$ cat src/rtl/byte_unstriping_rx_if.sv
// -----------------------------------------------------------------------------
// byte_unstriping_rx_if
// Bus bundle for the receive-side byte un-striper.
//   valid_in  [LANES]        per-lane word qualifier       (master -> slave)
//   data_in   [LANES*WIDTH]  lane i at [i*WIDTH +: WIDTH]  (master -> slave)
//   data_out  [WIDTH]        reassembled word              (slave -> master)
//   valid_out                data_out carries a new word   (slave -> master)
//   lane_out  [clog2(LANES)] lane that supplied data_out   (slave -> master)
//   overflow                 sticky lane-word drop flag    (slave -> master)
//   aligned                  round-robin draining active   (slave -> master)
// -----------------------------------------------------------------------------
interface byte_unstriping_rx_if #(
  parameter int WIDTH = 8,
  parameter int LANES = 4
);
  localparam int LW = $clog2(LANES);

  logic [LANES-1:0]       valid_in;
  logic [LANES*WIDTH-1:0] data_in;
  logic [WIDTH-1:0]       data_out;
  logic                   valid_out;
  logic [LW-1:0]          lane_out;
  logic                   overflow;
  logic                   aligned;

  modport master (
    output valid_in, data_in,
    input  data_out, valid_out, lane_out, overflow, aligned
  );

  modport slave (
    input  valid_in, data_in,
    output data_out, valid_out, lane_out, overflow, aligned
  );
endinterface

$ cat src/rtl/byte_unstriping_rx.sv
// -----------------------------------------------------------------------------
// byte_unstriping_rx
// Receive-side byte un-striper. Each lane pushes its words into a private
// FIFO; the lanes are then drained strictly round-robin (0,1,..,LANES-1,0,..)
// onto one registered output. The stream never skips a lane: if the lane
// whose turn it is has nothing queued, output stalls until it does.
//
// Ports:
//   clk    in   single clock, rising edge
//   reset  in   asynchronous, active-low reset
//   bus    slave modport of byte_unstriping_rx_if (valid_in, data_in in;
//          data_out, valid_out, lane_out, overflow, aligned out)
//
// Parameters: WIDTH bits per lane word, LANES lane count (2..16),
//             DEPTH entries per lane FIFO (power of two, >= 2).
//
// Build option BYTE_UNSTRIPE_ALIGN_EN:
//   defined   - leave IDLE only when every lane FIFO holds a word (deskew)
//   undefined - leave IDLE as soon as lane 0's FIFO holds a word
// -----------------------------------------------------------------------------
module byte_unstriping_rx #(
  parameter int WIDTH = 8,
  parameter int LANES = 4,
  parameter int DEPTH = 4
) (
  input  logic                  clk,
  input  logic                  reset,
  byte_unstriping_rx_if.slave   bus
);
  localparam int AW = $clog2(DEPTH);
  localparam int CW = AW + 1;
  localparam int LW = $clog2(LANES);

  typedef enum logic [0:0] {
    IDLE = 1'b0,
    RUN  = 1'b1
  } state_t;

  // FIFO storage and bookkeeping (count is one bit wider than the pointers
  // so that full and empty are distinguishable)
  logic [WIDTH-1:0] mem_r    [LANES][DEPTH];
  logic [AW-1:0]    wr_ptr_r [LANES];
  logic [AW-1:0]    rd_ptr_r [LANES];
  logic [CW-1:0]    count_r  [LANES];

  state_t           state_r;
  state_t           state_next_s;
  logic [LW-1:0]    rr_r;
  logic [LW-1:0]    rr_next_s;

  logic [LANES-1:0] nonempty_s;
  logic [LANES-1:0] full_s;
  logic [LANES-1:0] pop_lane_s;
  logic [LANES-1:0] push_s;
  logic [LANES-1:0] drop_s;
  logic             start_s;
  logic             drain_s;
  logic             pop_s;
  logic [WIDTH-1:0] head_s;

  logic [WIDTH-1:0] data_out_r;
  logic             valid_out_r;
  logic [LW-1:0]    lane_out_r;
  logic             overflow_r;
  logic             aligned_r;

  // Per-lane FIFO status flags
  always_comb begin
    nonempty_s = {LANES{1'b0}};
    full_s     = {LANES{1'b0}};
    for (int i = 0; i < LANES; i++) begin
      nonempty_s[i] = (count_r[i] != {CW{1'b0}});
      full_s[i]     = (count_r[i] == CW'(DEPTH));
    end
  end

  // Start condition and FSM next-state
  always_comb begin
`ifdef BYTE_UNSTRIPE_ALIGN_EN
    start_s = &nonempty_s;
`else
    start_s = nonempty_s[0];
`endif
    state_next_s = state_r;
    case (state_r)
      IDLE: begin
        if (start_s) begin
          state_next_s = RUN;
        end else begin
          state_next_s = IDLE;
        end
      end
      RUN:     state_next_s = RUN;
      default: state_next_s = IDLE;
    endcase
  end

  // Round-robin pop decision; draining begins in the same cycle the start
  // condition is seen so the first word appears two edges after it arrived
  always_comb begin
    drain_s   = (state_next_s == RUN);
    pop_s     = drain_s && nonempty_s[rr_r];
    head_s    = mem_r[rr_r][rd_ptr_r[rr_r]];
    rr_next_s = rr_r;
    if (pop_s) begin
      if (rr_r == LW'(LANES - 1)) begin
        rr_next_s = {LW{1'b0}};
      end else begin
        rr_next_s = rr_r + LW'(1);
      end
    end else begin
      rr_next_s = rr_r;
    end
  end

  // Per-lane push/drop: a full lane still accepts a word if it pops this cycle
  always_comb begin
    pop_lane_s = {LANES{1'b0}};
    push_s     = {LANES{1'b0}};
    drop_s     = {LANES{1'b0}};
    for (int i = 0; i < LANES; i++) begin
      pop_lane_s[i] = pop_s && (rr_r == LW'(i));
      push_s[i]     = bus.valid_in[i] && (!full_s[i] || pop_lane_s[i]);
      drop_s[i]     = bus.valid_in[i] && full_s[i] && !pop_lane_s[i];
    end
  end

  // FIFO data storage; contents need no reset since pointers define validity
  always_ff @(posedge clk) begin
    for (int i = 0; i < LANES; i++) begin
      if (push_s[i]) begin
        mem_r[i][wr_ptr_r[i]] <= bus.data_in[i*WIDTH +: WIDTH];
      end
    end
  end

  // FIFO pointers and occupancy
  always_ff @(posedge clk or negedge reset) begin
    if (!reset) begin
      for (int i = 0; i < LANES; i++) begin
        wr_ptr_r[i] <= {AW{1'b0}};
        rd_ptr_r[i] <= {AW{1'b0}};
        count_r[i]  <= {CW{1'b0}};
      end
    end else begin
      for (int i = 0; i < LANES; i++) begin
        if (push_s[i]) begin
          wr_ptr_r[i] <= wr_ptr_r[i] + AW'(1);
        end
        if (pop_lane_s[i]) begin
          rd_ptr_r[i] <= rd_ptr_r[i] + AW'(1);
        end
        case ({push_s[i], pop_lane_s[i]})
          2'b10:   count_r[i] <= count_r[i] + CW'(1);
          2'b01:   count_r[i] <= count_r[i] - CW'(1);
          default: count_r[i] <= count_r[i];
        endcase
      end
    end
  end

  // FSM state and round-robin lane pointer
  always_ff @(posedge clk or negedge reset) begin
    if (!reset) begin
      state_r <= IDLE;
      rr_r    <= {LW{1'b0}};
    end else begin
      state_r <= state_next_s;
      rr_r    <= rr_next_s;
    end
  end

  // Registered outputs; data_out and lane_out hold while valid_out is low
  always_ff @(posedge clk or negedge reset) begin
    if (!reset) begin
      data_out_r  <= {WIDTH{1'b0}};
      valid_out_r <= 1'b0;
      lane_out_r  <= {LW{1'b0}};
      overflow_r  <= 1'b0;
      aligned_r   <= 1'b0;
    end else begin
      if (pop_s) begin
        data_out_r  <= head_s;
        valid_out_r <= 1'b1;
        lane_out_r  <= rr_r;
      end else begin
        valid_out_r <= 1'b0;
      end
      overflow_r <= overflow_r | (|drop_s);
      aligned_r  <= (state_next_s == RUN);
    end
  end

  assign bus.data_out  = data_out_r;
  assign bus.valid_out = valid_out_r;
  assign bus.lane_out  = lane_out_r;
  assign bus.overflow  = overflow_r;
  assign bus.aligned   = aligned_r;

endmodule

$ cat src/flat_wrapper.sv
// flat-port wrapper written by rule: the top's interface ports become plain ports
module byte_unstriping_rx_flat 
#(
  parameter int WIDTH = 8,
  parameter int LANES = 4,
  parameter int DEPTH = 4
)
  (clk, reset, bus_valid_in, bus_data_in, bus_data_out, bus_valid_out, bus_lane_out, bus_overflow, bus_aligned);
  byte_unstriping_rx_if #(.WIDTH(WIDTH), .LANES(LANES)) bus_i ();
  input  logic clk;
  input  logic reset;
  input wire logic [$bits(bus_i.valid_in)-1:0] bus_valid_in;
  input wire logic [$bits(bus_i.data_in)-1:0] bus_data_in;
  output wire logic [$bits(bus_i.data_out)-1:0] bus_data_out;
  output wire logic [$bits(bus_i.valid_out)-1:0] bus_valid_out;
  output wire logic [$bits(bus_i.lane_out)-1:0] bus_lane_out;
  output wire logic [$bits(bus_i.overflow)-1:0] bus_overflow;
  output wire logic [$bits(bus_i.aligned)-1:0] bus_aligned;
  assign bus_i.valid_in = bus_valid_in;
  assign bus_i.data_in = bus_data_in;
  assign bus_data_out = bus_i.data_out;
  assign bus_valid_out = bus_i.valid_out;
  assign bus_lane_out = bus_i.lane_out;
  assign bus_overflow = bus_i.overflow;
  assign bus_aligned = bus_i.aligned;
  byte_unstriping_rx #(.WIDTH(WIDTH), .LANES(LANES), .DEPTH(DEPTH)) u_core (.clk(clk), .reset(reset), .bus(bus_i));
endmodule
$ cat config.mk
export PLATFORM = sky130hd
export DESIGN_NAME = byte_unstriping_rx_flat
export DESIGN_NICKNAME = d
export VERILOG_FILES = /design/src/rtl/byte_unstriping_rx_if.sv /design/src/rtl/byte_unstriping_rx.sv /design/src/flat_wrapper.sv
export SDC_FILE = /design/constraint.sdc
export NUM_CORES = 1
export LEC_CHECK = 0
export BUFFER_PORTS_ARGS = -buffer_cell sky130_fd_sc_hd__buf_4
export CAP_MARGIN = 20
export CORE_MARGIN = 2
export CORE_UTILIZATION = 55
export CTS_BUF_LIST = sky130_fd_sc_hd__clkbuf_16
export DETAILED_ROUTE_END_ITERATION = 8
export GPL_TIMING_DRIVEN = 0
export PLACE_DENSITY = 0.74
export SLEW_MARGIN = 20
export SYNTH_ARGS = -nofsm -noshare
export SYNTH_HDL_FRONTEND = slang
export SYNTH_SLANG_ARGS = --single-unit
export TNS_END_PERCENT = 5
$ cat constraint.sdc
create_clock -name clk -period 3.2 [get_ports clk]
set_input_delay 0.16 -clock clk [delete_from_list [all_inputs] [get_ports clk]]
set_output_delay 0.16 -clock clk [all_outputs]
set_load 0.03 [all_outputs]
==> results of run 1 <==
power groups by stage:
stage | Clock, mW | Combinational, mW | Sequential [mW]
finish | 1.97 | 3.50 | 3.39
global route | 2.07 | 3.81 | 3.45
CTS | 1.98 | 3.52 | 3.39
detailed placement | 0 | 3.47 | 3.42
global placement | 0 | 3.36 | 3.39
floorplan | 0 | 2.39 | 3.45
cells by family (layout without fill, tap and decap cells):
logic type	after synthesis	in the layout
xor+xnor	24	24
compound gates	37	37
buf+inv	43	159
flops	171	171
simple gates	57	57
fa+ha+maj	28	28
mux	53	53
worst max-delay path: cells and delay by family, from the launching register on:
family / cells / cell delay [ns]
AND/OR/NAND/NOR: 3 / 0.85
adder cells (fa/ha/maj): 2 / 0.59
AO/OA/AOI/OAI: 2 / 0.44
flip-flops: 1 / 0.40
XOR/XNOR: 2 / 0.34
buffers and inverters: 3 / 0.29
Yosys cell counts (2+ instances only):
cell,number
mux2_2,3
ha_1,24
mux2i_1,16
xnor2_1,14
buf_2,4
and2_1,16
nand2_1,17
a21boi_2,2
a21o_1,7
buf_6,3
nand3_1,4
nor2_1,9
fa_1,4
dfrtp_1,43
mux4_2,34
clkbuf_1,3
buf_4,3
edfxtp_1,128
o21ai_0,8
o22ai_1,10
xor2_1,10
nor3b_1,3
o21a_2,2
inv_1,30
and3_1,2
per-layer routing:
metal | track usage [%] | vias up | wire [um]
met5 | 0 | - | 0
met4 | 9.003 | 0 | 297
met3 | 5.116 | 24 | 1322
met2 | 40.52 | 171 | 8147
met1 | 32.80 | 2011 | 6338
li1 | - | 1752 | -
layout make-up:
type	instances	area [um^2]
Buffer	12	90.09
Sequential cell	171	4921
Clock buffer	17	425.4
Clock inverter	15	135.1
Inverter	30	112.6
Fill cell	871	3973
Tap cell	172	215.2
Multi-Input combinational cell	199	2125
Timing Repair Buffer	85	725.7
state kept, by name, summed over array words and instances, names as in the netlist:
| name | flops |
|---|---|
| u_core.wr_ptr_r | 8 |
| u_core.count_r | 12 |
| u_core.bus.overflow | 1 |
| u_core.rd_ptr_r | 8 |
| u_core.bus.valid_out | 1 |
| u_core.mem_r | 128 |
| u_core.rr_r | 2 |
| u_core.bus.lane_out | 2 |
| u_core.state_r | 1 |
| u_core.bus.data_out | 8 |
worst max-delay path by stage:
| stage | depth (start not counted) | startpoint | slack [ns] | to |
|---|---|---|---|---|
| finish | 12 | u_core.count_r[9] | 0.20 | u_core.count_r[8] |
| global route | 14 | u_core.rr_r[0] | 0.01 | u_core.count_r[11] |
| CTS | 14 | u_core.rr_r[0] | 0.02 | u_core.count_r[11] |
| detailed placement | 14 | u_core.rr_r[1] | -0.34 | u_core.count_r[8] |
| global placement | 14 | u_core.rr_r[1] | -0.25 | u_core.count_r[8] |
| floorplan | 14 | u_core.rr_r[1] | 0.36 | u_core.count_r[8] |
stage by stage:
step,power [mW],std cells
after global routing,9.327,701
after detailed placement,6.887,635
after CTS,8.889,701
after global placement,6.746,635
after floorplan,5.837,413
final,8.863,701
timing repair:
item / in CTS / in global routing
hold endpoints to repair: 172 / 0
resized for setup: 1 / 2
endpoints found under the setup margin: 4 / 1
hold buffers: 35 / 0
==> summary.md, run 1 <==
| Metric | Value |
|---|---|
| DR WL/cell | 22.98 um |
| Total congestion overflow | 0 |
| Routed via count | 3958 |
| Clock power share | 22.3% |
| WP data required | 3.54 ns |
| VDD IR max | 0.4577 mV |
| Tmin final | 2.995 ns |
| CP Cell Sequence | nor3_1 > a22oi_4 > and3_1 > buf_2 > o21a_2 > inv_1 > ha_1 > inv_1 > fa_1 > xor2_1 > nor2_1 > xor2_1 |
| Sequential power share | 38.2% |
| P&R area growth vs syn | 20.78% |
| Async SR Flop Fraction | 25.15% |
| Routed WL | 16110 um |
| Pleak | 3.403 nW |
| Post-synthesis compound-gate area fraction | 3.713% |
| Synth top area cells | edfxtp_1 53%, dfrtp_1 15%, mux4_2 11%, ha_1 4.1%, mux2i_1 2.2% |
| Slew headroom | 49.54% |
| P_int | 5.740 mW |
| Setup bufs post-CTS | 0 |
| Clock sinks | 171 |
| Final slew viol count | 0 |
| Pwr dens | 1013 mW/mm^2 |
| Later-pin clock latency in the skew report | 0.43 ns |
| IO Port Bufs | 50 |
| Setup Crit Path Kind | reg -> reg |
| Hold Path End | u_core.wr_ptr_r[7] |
| Drt drc | 0 |
| Post-synth top area cell | edfxtp_1 |
| Fmax | 333.9 MHz |
| Initial DRC count | 442 |
| Final Hold Fails | 0 |
| Root Buffer | clkbuf_16 |
| Worst-path clk slew | 0.06 ns |
| Antenna fix cells | 0 |
| Worst stage delay on the critical path | 0.52 ns |
| Sequential share of the synthesized area | 67.91% |
| Clk buf depth | 2 |
| Die width | 118.8 um |
| Worst Path Arrival | 3.33 ns |
| Logic pwr share | 39.5% |
| Reg-to-Reg End | u_core.count_r[8] |
| Post-synthesis simple-gate area fraction | 4.214% |
| Vias per cell | 5.646 |
| Most frequent cells in the layout | 128 x edfxtp_1, 53 x buf_4, 42 x dfrtp_1 |
| Area share of the largest cell type after synthesis | 53.06% |
| CTS Buf Count | 17 |
| Cell Area, Synth | 0.007244 mm^2 |
| H-tree depth | 4 |
| Worst Path Max Fanout | 9 |
| First-pass GRT wire length | 24430 um |
| Synth Area in XOR/XNOR | 2.902% |
| # IOs | 51 |
| Initial core utilization | 56.94% |
| DIE AREA | 0.01411 mm^2 |
| Final Setup Violations | 0 |
| Setup TNS | 0 ns |
| Slew of the pin with the lowest slew margin | 0.7568 ns |
| CTS tree | done |
| Syn Nets | 479 |
| NetSw | 3.122 mW |
| Crit share post-route | 93.60% |
| Post-synth top flop | edfxtp_1 |
| Post-Synthesis Cells | 413 |
| Worst Setup Slack, final | 0.2048 ns |
| Drt pass-1 iters | 5 |
| Final ANT Viol Nets | 0 |
| Initial antenna violation count | 0 |
| Hold Crit Start | bus_valid_in[0] |
| All-Layer GR Usage | 24.66% |
| Unrepaired setup endpoints after global routing | no |
| Rows | 41 |
| Number of synthesis warnings | 0 |
| DP Wirelength | 10150 um |
| Pin count of the biggest net entering global routing | 44 |
| Largest family of logic cells by synthesized area | multiplexers |
| Syn avg cell area | 17.54 um^2 |
| Worst hold stages | 3 |
| Most common cell after layout, fill and taps aside | edfxtp_1 |
| Worst reg2reg path startpoint | u_core.count_r[9] |
| Net Sw Frac | 35.23% |
| #FFs+latches synth | 171 |
| Fin nets | 582 |
| Final cell utilization of the core | 68.77% |
| EDFF count, synth | 128 |
| Chip height | 118.8 um |
| Register-to-Register Path Depth | 12 |
| Status | finished clean |
| Worst setup slack after placement | -0.3405 ns |
| R2R Setup Slk | 0.20 ns |
| Critical-path top delay cell | nor3_1 |
| Synth Area in Adders | 5.250% |
| Post-synthesis mux area share | 13.25% |
| Clk_skew | 0.01133 ns |
| Final instance area | 0.008750 mm^2 |
| Ratio of cells with drive above 1 in the final layout | 25.14% |
| Worst hold-check path type | in -> reg |
| Final hold slack | 0.01931 ns |
| Post-synth cell types | 39 |
| Max-capacitance violation count | 0 |
| Startpoint Class | flop |
| Via count of the first global-routing pass | 4160 |
| Area of the core | 0.01272 mm^2 |
| Crit end category | flop |
| RD Place Congestion | 0.7639 |
| DP Area | 0.007835 mm^2 |
No activity file was read; power rests on OpenSTA's default activity.
==> run 2: changes to the inputs <==
--- a/config.mk
+++ b/config.mk
@@ -13,6 +13,7 @@
 export DETAILED_ROUTE_END_ITERATION = 8
 export GPL_TIMING_DRIVEN = 0
 export PLACE_DENSITY = 0.74
+export SKIP_CTS_REPAIR_TIMING = 1
 export SLEW_MARGIN = 20
 export SYNTH_ARGS = -nofsm -noshare
 export SYNTH_HDL_FRONTEND = slang
==> constraint.sdc (replaced) <==
create_clock -name clk -period 3.25 [get_ports clk]
set_input_delay 0.1625 -clock clk [delete_from_list [all_inputs] [get_ports clk]]
set_output_delay 0.1625 -clock clk [all_outputs]
set_load 0.03 [all_outputs]
==> summary.md, run 2 (same netlist as run 1, synthesis figures left out) <==
| Metric | Value |
|---|---|
| Final cell utilization of the core | 68.75% |
| All-Layer GR Usage | 24.12% |
| Hold Crit Start | bus_valid_in[0] |
| Max-capacitance violation count | 0 |
| Crit end category | flop |
| Final ANT Viol Nets | 0 |
| Drt pass-1 iters | 5 |
| Initial core utilization | 56.94% |
| Total congestion overflow | 0 |
| R2R Setup Slk | 0.22 ns |
| Critical-path top delay cell | dfrtp_1 |
| Routed via count | 3988 |
| Worst Path Arrival | 3.37 ns |
| Clk_skew | 0.009724 ns |
| Largest register FFs | 128 |
| Initial DRC count | 413 |
| Slew headroom | 50.56% |
| Worst stage delay on the critical path | 0.43 ns |
| Pwr dens | 999.6 mW/mm^2 |
| DP Area | 0.007835 mm^2 |
| Rows | 41 |
| Hold Path End | u_core.bus.overflow |
| Antenna fix cells | 0 |
| Tmin final | 3.034 ns |
| Die width | 118.8 um |
| Unrepaired setup endpoints after global routing | no |
| Final hold slack | -0.008561 ns |
| Cell family contributing the most delay on the critical path | buffers and inverters |
| H-tree depth | 4 |
| Pleak | 3.406 nW |
| Chip height | 118.8 um |
| Later-pin clock latency in the skew report | 0.43 ns |
| DR WL/cell | 23.07 um |
| First-pass GRT wire length | 23850 um |
| Worst hold-check path type | in -> reg |
| Startpoint Class | flop |
| IO Port Bufs | 50 |
| Clk buf depth | 2 |
| # IOs | 51 |
| Worst reg2reg path startpoint | u_core.rr_r[1] |
| Clock sinks | 171 |
| Final instance area | 0.008747 mm^2 |
| Pin count of the biggest net entering global routing | 44 |
| WP data required | 3.59 ns |
| RD Place Congestion | 0.7639 |
| CTS tree | done |
| Slew of the pin with the lowest slew margin | 0.7415 ns |
| Drt drc | 0 |
| Final slew viol count | 0 |
| Vias per cell | 5.689 |
| Failing checks | negative hold slack |
| Worst Path Buf+Inv | 6 |
| Ratio of cells with drive above 1 in the final layout | 25.33% |
| Final Total Pwr | 8.744 mW |
| Status | finished, violations left |
| Routed WL | 16170 um |
| Worst hold stages | 2 |
| Setup Crit Path Kind | reg -> reg |
| Worst Path Max Fanout | 10 |
| Crit share post-route | 93.35% |
| Worst-path clk slew | 0.06 ns |
| CP Cell Sequence | buf_6 > clkbuf_4 > inv_1 > ha_1 > and3_1 > buf_2 > o21a_2 > inv_1 > ha_1 > inv_1 > fa_1 > xor2_1 > nor2_1 > xor2_1 |
| CTS Buf Count | 17 |
| DP Wirelength | 10150 um |
| Register-to-Register Path Depth | 14 |
| Fmax | 329.6 MHz |
| Final Setup Violations | 0 |
| Root Buffer | clkbuf_16 |
| Setup TNS | 0 ns |
| VDD IR max | 0.4536 mV |
| Final Hold Fails | 1 |
| Most common cell after layout, fill and taps aside | edfxtp_1 |
| Most frequent CP cell | inv_1 |
| Area of the core | 0.01272 mm^2 |
| Most frequent cells in the layout | 128 x edfxtp_1, 53 x buf_4, 42 x dfrtp_1 |
| Via count of the first global-routing pass | 4038 |
| DIE AREA | 0.01411 mm^2 |
| Initial antenna violation count | 0 |
| Fin nets | 582 |
| Reg-to-Reg End | u_core.count_r[8] |
| P&R area growth vs syn | 20.74% |
-- run 2: cell types whose count changed in the layout (fill, tap and decap cells not counted), sizes merged --
cell / before / now
clkbuf: 19 / 20
dlygate4sd3: 35 / 34
-- run 2: where the power goes --
| part | total (mW) | switching, mW | internal (mW) | leakage (nW) |
|---|---|---|---|---|
| combinational | 3.46 | 1.94 | 1.53 | 1.45 |
| clock | 1.94 | 0.828 | 1.12 | 0.282 |
| sequential | 3.34 | 0.319 | 3.02 | 1.67 |
| total | 8.74 | 3.08 | 5.66 | 3.41 |
-- run 2: routing by layer --
metal | routed length [um] | GRT usage (%)
met1 | 6351 | 32.72
met2 | 8157 | 38.72
met3 | 1334 | 4.971
met4 | 331 | 9.375
met5 | 0 | 0
-- run 2: worst max path at each step --
stage	startpoint	end	slack (ns)	cells after the start
3_5_place_dp	u_core.rr_r[1]	u_core.count_r[8]	-0.29	14
5_1_grt	u_core.rr_r[1]	u_core.count_r[8]	0.06	14
3_3_place_gp	u_core.rr_r[1]	u_core.count_r[8]	-0.20	14
2_1_floorplan	u_core.rr_r[1]	u_core.count_r[8]	0.41	14
6_report	u_core.rr_r[1]	u_core.count_r[8]	0.22	14
4_1_cts	u_core.rr_r[1]	u_core.count_r[8]	-0.33	14
-- run 2: layout make-up --
cell class | count | area [um^2]
Sequential cell | 171 | 4921
Fill cell | 875 | 3975
Multi-Input combinational cell | 199 | 2125
Timing Repair Buffer | 84 | 715.7
Clock buffer | 17 | 425.4
Tap cell | 172 | 215.2
Clock inverter | 15 | 135.1
Inverter | 30 | 112.6
Buffer | 13 | 97.59
-- run 2: metrics by stage --
stage	std cells	setup WS, ns
4_1_cts	667	-0.3345
6_report	701	0.2161
3_3_place_gp	635	-0.2009
2_1_floorplan	413	0.4083
5_1_grt	701	0.05781
3_5_place_dp	635	-0.2905
==> run 3: changes to the inputs <==
--- a/config.mk
+++ b/config.mk
@@ -8,11 +8,11 @@
 export BUFFER_PORTS_ARGS = -buffer_cell sky130_fd_sc_hd__buf_4
 export CAP_MARGIN = 20
 export CORE_MARGIN = 2
-export CORE_UTILIZATION = 55
+export CORE_UTILIZATION = 50
 export CTS_BUF_LIST = sky130_fd_sc_hd__clkbuf_16
 export DETAILED_ROUTE_END_ITERATION = 8
 export GPL_TIMING_DRIVEN = 0
-export PLACE_DENSITY = 0.74
+export PLACE_DENSITY = 0.76
 export SKIP_CTS_REPAIR_TIMING = 1
 export SLEW_MARGIN = 20
 export SYNTH_ARGS = -nofsm -noshare
==> summary.md, run 3 (same netlist as run 1, synthesis figures left out) <==
| Metric | Value |
|---|---|
| Worst Path Arrival | 3.38 ns |
| Pwr dens | 995.3 mW/mm^2 |
| Slew headroom | 45.93% |
| H-tree depth | 4 |
| Most frequent cells in the layout | 128 x edfxtp_1, 53 x buf_4, 43 x dfrtp_1 |
| DR WL met3 | 1060 um |
| IO Port Bufs | 50 |
| DP Area | 0.007845 mm^2 |
| VDD IR max | 0.5272 mV |
| Clk buf depth | 2 |
| Fmax | 329.8 MHz |
| CTS tree | done |
| # IOs | 51 |
| Crit share post-route | 93.28% |
| Final Total Pwr | 8.719 mW |
| Final Hold Fails | 0 |
| Top sig layer | met4 |
| All-Layer GR Usage | 21.61% |
| Initial antenna violation count | 0 |
| Rows | 43 |
| Pleak | 3.396 nW |
| Tmin final | 3.032 ns |
| DIE AREA | 0.01547 mm^2 |
| Final ANT Viol Nets | 0 |
| Pin count of the biggest net entering global routing | 44 |
| Total congestion overflow | 0 |
| Worst hold-check path type | in -> reg |
| Chip height | 124.4 um |
| Slew of the pin with the lowest slew margin | 0.8110 ns |
| Largest register FFs | 128 |
| Antenna fix cells | 0 |
| Ratio of cells with drive above 1 in the final layout | 25.14% |
| Worst reg2reg path startpoint | u_core.rr_r[0] |
| Status | finished clean |
| Final instance area | 0.008761 mm^2 |
| DP Wirelength | 10260 um |
| Setup Crit Path Kind | reg -> reg |
| Via count of the first global-routing pass | 4153 |
| Max-capacitance violation count | 0 |
| WP data required | 3.60 ns |
| M1 wire length | 6143 um |
| Routed via count | 3984 |
| Crit. Startpoint | u_core.rr_r[0] |
| Worst Path Max Fanout | 10 |
| P&R area growth vs syn | 20.93% |
| Initial core utilization | 51.59% |
| Area of the core | 0.01404 mm^2 |
| Fin nets | 583 |
| Crit end category | flop |
| Worst-path clk slew | 0.06 ns |
| Vias per cell | 5.619 |
| Final Setup Violations | 0 |
| Root Buffer | clkbuf_16 |
| DR WL/cell | 22.74 um |
| First-pass GRT wire length | 24140 um |
| Hold Crit Start | bus_valid_in[1] |
| RD Place Congestion | 0.7659 |
| Most common cell after layout, fill and taps aside | edfxtp_1 |
| Clk_skew | 0.008390 ns |
| CTS Buf Count | 17 |
| Final slew viol count | 0 |
| Initial DRC count | 323 |
| Drt drc | 0 |
| Die width | 124.4 um |
| Routed WL | 16120 um |
| Later-pin clock latency in the skew report | 0.43 ns |
| Unrepaired setup endpoints after global routing | no |
| Drt pass-1 iters | 5 |
| Routed wl met2 | 8524 um |
| Clock sinks | 171 |
| Startpoint Class | flop |
==> run 3: cell types whose count changed in the layout (fill, tap and decap cells not counted) <==
cell / delta
inv_1: -2
clkinv_1: +1
clkinv_4: -1
clkinvlp_4: +1
dfrtp_1: +1
dfrtp_2: -1
dlygate4sd3_1: +1
==> run 3: metrics by stage <==
step / TNS [ns] / instances / worst slack, ns / hold WS (ns) / util (%)
2_1_floorplan: 0 / 413 / 0.4083 / -0.1331 / -
3_3_place_gp: -0.4734 / 643 / -0.2150 / 0.2000 / 55.87
3_5_place_dp: -0.6464 / 643 / -0.2540 / 0.2113 / 55.87
4_1_cts: -0.7277 / 674 / -0.2824 / -0.2368 / 59.82
5_1_grt: 0 / 709 / 0.003641 / 0.02945 / 62.39
6_report: 0 / 709 / 0.2182 / 0.02515 / 62.39
==> run 3: path summary, 6_finish.rpt <==
path / endpoint / slack (ns) / cells past startpoint
max in group asynchronous: u_core.wr_ptr_r[6] / 2.55 / 2
hold / removal: u_core.wr_ptr_r[5] / 0.03 / 3
setup / recovery: u_core.count_r[11] / 0.22 / 14
min in group asynchronous: u_core.count_r[3] / 0.29 / 2
hold reg to reg: u_core.bus.data_out[4] / 0.48 / 1
setup reg to reg: u_core.count_r[11] / 0.22 / 14
==> run 3: report_power, final <==
group | internal (mW) | switching [mW] | total (mW)
combinational | 1.53 | 1.96 | 3.48
sequential | 3.02 | 0.306 | 3.32
clock | 1.11 | 0.799 | 1.91
total | 5.66 | 3.06 | 8.72
==> run 3: layer usage <==
layer	global-route usage (%)	vias up
li1	-	1764
met1	27.18	2025
met3	5.498	31
met2	36.03	164
met4	8.790	0
met5	0	-
==> run 3: layout make-up <==
cell class | count | area [um^2]
fill | 952 | 5281
sequential | 171 | 4920
multi-input combinational | 199 | 2125
timing repair buffer | 85 | 725.7
clock buffer | 17 | 425.4
tap | 180 | 225.2
clock inverter | 14 | 130.1
inverter | 30 | 112.6
buffer | 13 | 97.59
==> run 3: critical path, stage by stage, from the launching register on <==
cell and delay [ns]:
dfrtp_1 0.47, buf_4 0.25, buf_6 0.22, inv_1 0.11, ha_1 0.20, and3_1 0.13
buf_2 0.15, o21a_2 0.26, inv_1 0.07, ha_1 0.17, inv_1 0.07, fa_1 0.43
xor2_1 0.16, nor2_1 0.11, xor2_1 0.15
